--- src/rtl/imem_loader.sv ---
// imem_loader: writer side of the RAM-based instruction memory.
// Collects a little-endian byte stream into N-bit words and writes them to
// consecutive imem addresses starting at 0. The processor is held in reset
// for the whole load.
// Optional feature macro: IMEM_LOADER_CHECKSUM_EN adds a trailing XOR
// checksum byte and drives err on a mismatch.
module imem_loader #(
  parameter int N  = 32,
  parameter int AW = 6
) (
  input  logic          clk,
  input  logic          reset,
  input  logic          start,
  input  logic          in_valid,
  input  logic [7:0]    in_data,
  output logic          in_ready,
  output logic          we,
  output logic [AW-1:0] waddr,
  output logic [N-1:0]  wdata,
  output logic          cpu_hold,
  output logic          done,
  output logic          err
);

  localparam int NB = N / 8;
  localparam int BW = (NB > 1) ? $clog2(NB) : 1;
  localparam logic [BW-1:0] LAST_BYTE = BW'(NB - 1);

  typedef enum logic [2:0] {
    IDLE,
    LEN,
    DATA,
`ifdef IMEM_LOADER_CHECKSUM_EN
    CSUM,
`endif
    WRITE
  } state_t;

  state_t        state;
  logic [BW-1:0] byte_idx;
  // Remaining word count; a count byte of 0 wraps to 2^AW words, and
  // decrementing from 0 reaches all-ones, so AW bits are enough.
  logic [AW-1:0] remaining;
  logic          xfer;

`ifdef IMEM_LOADER_CHECKSUM_EN
  logic [7:0]    checksum;
`endif

  // Handshake and write strobe depend only on the registered state, so
  // in_valid/in_data never reach in_ready or we combinationally.
  assign in_ready = (state == LEN) || (state == DATA)
`ifdef IMEM_LOADER_CHECKSUM_EN
                    || (state == CSUM)
`endif
                    ;
  assign we       = (state == WRITE);
  assign cpu_hold = (state != IDLE);
  assign xfer     = in_valid && in_ready;

`ifndef IMEM_LOADER_CHECKSUM_EN
  assign err = 1'b0;
`endif

  // Load sequencer: count byte, data bytes, one write cycle per word.
  always_ff @(posedge clk or negedge reset) begin
    if (!reset) begin
      state     <= IDLE;
      byte_idx  <= '0;
      remaining <= '0;
      waddr     <= '0;
      wdata     <= '0;
      done      <= 1'b0;
`ifdef IMEM_LOADER_CHECKSUM_EN
      checksum  <= '0;
      err       <= 1'b0;
`endif
    end else begin
      case (state)
        IDLE: begin
          if (start) begin
            done     <= 1'b0;
            waddr    <= '0;
            byte_idx <= '0;
`ifdef IMEM_LOADER_CHECKSUM_EN
            checksum <= '0;
            err      <= 1'b0;
`endif
            state    <= LEN;
          end
        end
        LEN: begin
          if (xfer) begin
            remaining <= in_data[AW-1:0];
            state     <= DATA;
          end
        end
        DATA: begin
          if (xfer) begin
            wdata[{byte_idx, 3'b000} +: 8] <= in_data;
`ifdef IMEM_LOADER_CHECKSUM_EN
            checksum <= checksum ^ in_data;
`endif
            if (byte_idx == LAST_BYTE) begin
              byte_idx <= '0;
              state    <= WRITE;
            end else begin
              byte_idx <= byte_idx + BW'(1);
            end
          end
        end
        WRITE: begin
          waddr     <= waddr + AW'(1);
          remaining <= remaining - AW'(1);
          if (remaining != AW'(1)) begin
            state <= DATA;
          end else begin
`ifdef IMEM_LOADER_CHECKSUM_EN
            state <= CSUM;
`else
            done  <= 1'b1;
            state <= IDLE;
`endif
          end
        end
`ifdef IMEM_LOADER_CHECKSUM_EN
        CSUM: begin
          if (xfer) begin
            err   <= (in_data != checksum);
            done  <= 1'b1;
            state <= IDLE;
          end
        end
`endif
        default: state <= IDLE;
      endcase
    end
  end

endmodule

--- config.mk ---
export PLATFORM = sky130hd
export DESIGN_NAME = imem_loader
export DESIGN_NICKNAME = d
export VERILOG_FILES = /design/src/rtl/imem_loader.sv
export SDC_FILE = /design/constraint.sdc
export NUM_CORES = 1
export LEC_CHECK = 0
export CORE_ASPECT_RATIO = 1.75
export CORE_UTILIZATION = 42
export DETAILED_ROUTE_END_ITERATION = 10
export PLACE_DENSITY = 0.67
export SYNTH_ARGS = -nofsm -noshare
export SYNTH_HDL_FRONTEND = slang
export SYNTH_SLANG_ARGS = --single-unit
--- constraint.sdc ---
create_clock -name clk -period 2.3 [get_ports clk]
set_clock_uncertainty 0.15 [all_clocks]
set_input_delay 0.575 -clock clk [delete_from_list [all_inputs] [get_ports clk]]
set_output_delay 0.575 -clock clk [all_outputs]
set_load 0.005 [all_outputs]
==> PnR_summary.wiki <==
{| class="wikitable"
! Metric !! Value
|-
| Critical path endpoint category || output port
|-
| Syn avg cell area || 11.5 sq um
|-
| Multi-input combinational cell area || 1170 sq um
|-
| Gr ovfl total || 0
|-
| Fmax achieved || 0.447 GHz
|-
| Warnings from Yosys || 0
|-
| Post-Synthesis Cell Area || 2460 sq um
|-
| Synthesis-to-layout area growth || 33.3%
|-
| Number of buffers and inverters on the critical path || 3
|-
| First-pass GRT wire length || 9690 um
|-
| Largest fanout on the critical path || 5
|-
| Port-buffer cells || 53
|-
| DRC violations left || 0
|-
| Floorplan die height || 103 um
|-
| Worst hold margin || 0.196 ns
|-
| Largest incremental delay on the critical path || 0.49 ns
|-
| Number of hold buffers added after CTS || 0
|-
| Clock transition at the register clock pins on the worst setup and hold paths after CTS || 0.10 ns
|-
| Row cnt || 36
|-
| I/O pin count || 55
|-
| Critical path, cell by cell || inv_2, ha_4, inv_1, clkdlybuf4s50_1
|-
| Root cell of the clock tree || clkbuf_8
|-
| Worst voltage drop across the vdd grid || 0.000871 V
|-
| Post-DP HPWL || 4330 um
|-
| Drt via density || 5.54
|-
| Hold Crit Class || input port to async pin
|-
| CTS tree || yes
|-
| Number of synthesized register bits || 49
|-
| Vias in the first global route || 1950
|-
| Adder-cell area share of the yosys netlist || 0.0661
|-
| Period minus WS final || 2.24 ns
|-
| Slowest stage cell on the critical path || clkdlybuf4s50_1
|-
| Sequential area share after synthesis || 0.498
|-
| Final Cycle Share || 0.972
|-
| Number of synthesized flops with an enable pin || 0
|-
| Power after layout || 3.42 mW
|-
| Number of stages on the worst setup path || 4
|-
| Clk buf depth || 2
|-
| Syn Nets || 238
|-
| Average detailed-routed wire length per instance || 16.6 um
|-
| Core Util, Final || 0.587
|-
| Net count reported at finish || 305
|-
| Drt total wl || 5930 um
|-
| Synthesized-area fraction occupied by ao, oa, aoi and oai cells || 0.223
|-
| Share of flip-flops with an asynchronous set or reset || 1.00
|-
| Initial antenna violation count || 0
|-
| Outcome || completed
|-
| Total routing resource utilization after global routing || 0.212
|-
| Critical path required time || 1.57 ns
|-
| Netlist cell types || 55
|-
| Share of the synthesized netlist area taken by xor and xnor gates || 0
|-
| Count of pins over their slew limit || 0
|-
| Post-route cell area || 3280 sq um
|-
| Number of instances in the synthesized netlist || 213
|-
| Ys flop type || dfrtp_1
|-
| Area used by sequential logic in the layout || 1230 sq um
|-
| Count of fill cells added during filler insertion || 503
|-
| Fraction of synthesized area in multiplexers || 0.0122
|-
| Static power due to leakage || 1.44 nW
|-
| Simple-gate share of the synthesized area || 0.161
|-
| Placed instance area || 3130 sq um
|-
| Crit-path leading delay family || buffers and inverters
|-
| Remaining antenna violation count after routing || 0
|-
| H-tree Lvls || 2
|-
| Number of clock sinks || 49
|-
| Max-capacitance violation count || 0
|-
| CORE AREA || 5590 sq um
|-
| Area enclosed by the die boundary || 6180 sq um
|-
| Data arrival time of the critical path || 1.51 ns
|-
| Worst R2R Path Depth || 6
|-
| Crit path launch type || register
|-
| Kind of critical path || register to output port
|-
| Worst slew slack as a fraction of its limit || 0.598
|-
| Number of endpoints with negative hold slack in the final report || 0
|-
| Transition time at the pin with the least slew margin || 0.603 ns
|-
| DRT Pass-1 Iters || 4
|-
| Horiz. Die Dim || 59.9 um
|-
| Final setup fails || 0
|-
| Via Count || 1979
|-
| N_diodes || 0
|-
| Fraction of layout instances using a drive strength above 1 || 0.139
|-
| Maximum number of pins on one net before global-route repair || 50
|-
| DR iter-0 viols || 46
|-
| Number of clock buffers inserted by TritonCTS || 5
|-
| Largest family of logic cells by synthesized area || compound AO/OA/AOI/OAI gates
|-
| Initial Util || 0.440
|-
| Global placer's final weighted congestion || 0.836
|-
| PwrDens || 1040 nW/um^2
|-
| Clock latency at the later pin of the worst-skew pair || 0.31 ns
|}
-- through the flow --
stage                     TNS (ns)  worst slack [ns]  instances
after detailed placement         0             0.139        345
final                            0            0.0633        357
after global placement           0             0.137        345
after floorplan                  0             0.436        213
after CTS                        0            0.0106        356
after global routing       -0.0155           -0.0155        357
-- metal layers --
layer	wire length, um	global-route usage	up-vias
li1	-	-	944
met1	2330	0.243	965
met2	3230	0.379	56
met3	197	0.0299	14
met4	180	0.100	0
met5	0	0	-
-- sequential cells by signal, summed over array words and instances, names as in the netlist --
name	flops
wdata	32
remaining	6
waddr	6
byte_idx	2
state	2
done	1
-- worst register-to-register path, delay by kind of cell, from the launching register on --
kind                       cells  cell delay (ns)
muxes                          1             0.24
and+or+nand+nor                1             0.24
adders and majority gates      1             0.27
buffers and inverters          2             0.26
DFF                            1             0.43
AOI/OAI and AO/OA              1             0.31
-- power by group --
part / total (mW) / internal, mW / switching [mW]
logic: 1.64 / 0.853 / 0.782
registers: 1.25 / 1.06 / 0.191
clock network: 0.527 / 0.216 / 0.310
total: 3.42 / 2.13 / 1.28
-- cell families (layout without fill, tap and decap cells) --
family                   count (synthesis)  in the layout
adder cells (fa/ha/maj)                 13             13
flip-flops                              49             49
buffers and inverters                   20             88
other                                    1              1
AO/OA/AOI/OAI                           69             69
multiplexers                             3              3
AND/OR/NAND/NOR                         58             58
-- cells in the mapped netlist (all sizes together) (3+ instances only) --
| cell type | n | area, sq um |
|---|---|---|
| mux2i | 3 | 30.0 |
| nor2 | 6 | 25.0 |
| nor2b | 4 | 25.0 |
| nand2b | 6 | 37.5 |
| inv | 11 | 41.3 |
| o21ai | 7 | 35.0 |
| nand4b | 4 | 35.0 |
| nor4 | 3 | 40.0 |
| nor3 | 4 | 25.0 |
| a21oi | 6 | 30.0 |
| ha | 13 | 163 |
| a22o | 33 | 289 |
| nand2 | 8 | 32.5 |
| dfrtp | 49 | 1230 |
| buf | 8 | 47.5 |
| nand3 | 8 | 52.6 |
-- worst paths after layout --
| path | start | endpoint | slack (ns) |
|---|---|---|---|
| max in group asynchronous | reset | waddr[3] | 1.40 |
| hold / removal | reset | wdata[8] | 0.20 |
| setup / recovery | state[0] | cpu_hold | 0.06 |
| hold reg to reg | wdata[7] | wdata[7] | 0.36 |
| setup reg to reg | state[0] | remaining[1] | 0.33 |
| min in group clk | wdata[7] | wdata[7] | 0.36 |
-- repair_timing --
| action | CTS | global route |
|---|---|---|
| setup endpoints to repair | 2 | 3 |
| pin swaps | 0 | 0 |
| hold endpoints to repair | 0 | 0 |
| resized for setup | 1 | 4 |
| buffers inserted | 3 | 1 |
-- area by class of cell --
| type | instances | share of cell area |
|---|---|---|
| clock buffers | 5 | 0.0210 |
| repair buffers | 69 | 0.201 |
| multi-input cells | 144 | 0.356 |
| clock inverters | 3 | 0.00649 |
| flip-flops and latches | 49 | 0.374 |
| well taps | 76 | 0.0290 |
| inverters | 11 | 0.0126 |
-- placed cells by master, fill, tap and decap left out, types with 2 or more instances in the layout --
master	instances
nand4b_1	4
nor3_1	3
and3_1	2
or2_2	2
o21ai_0	5
a32oi_1	2
and4_1	2
clkbuf_8	5
dfrtp_1	49
a31oi_1	2
o41ai_1	2
nor2b_1	4
a21oi_1	6
and2_1	2
nand3_1	7
inv_1	10
ha_1	11
a22o_1	33
buf_4	15
nand2_1	7
o21ai_1	2
nor2_1	5
clkdlybuf4s50_1	51
a22oi_1	2
a211oi_1	2
mux2i_1	3
ha_4	2
nand2b_1	6
Note: power is estimated with default switching activity, not from simulation.
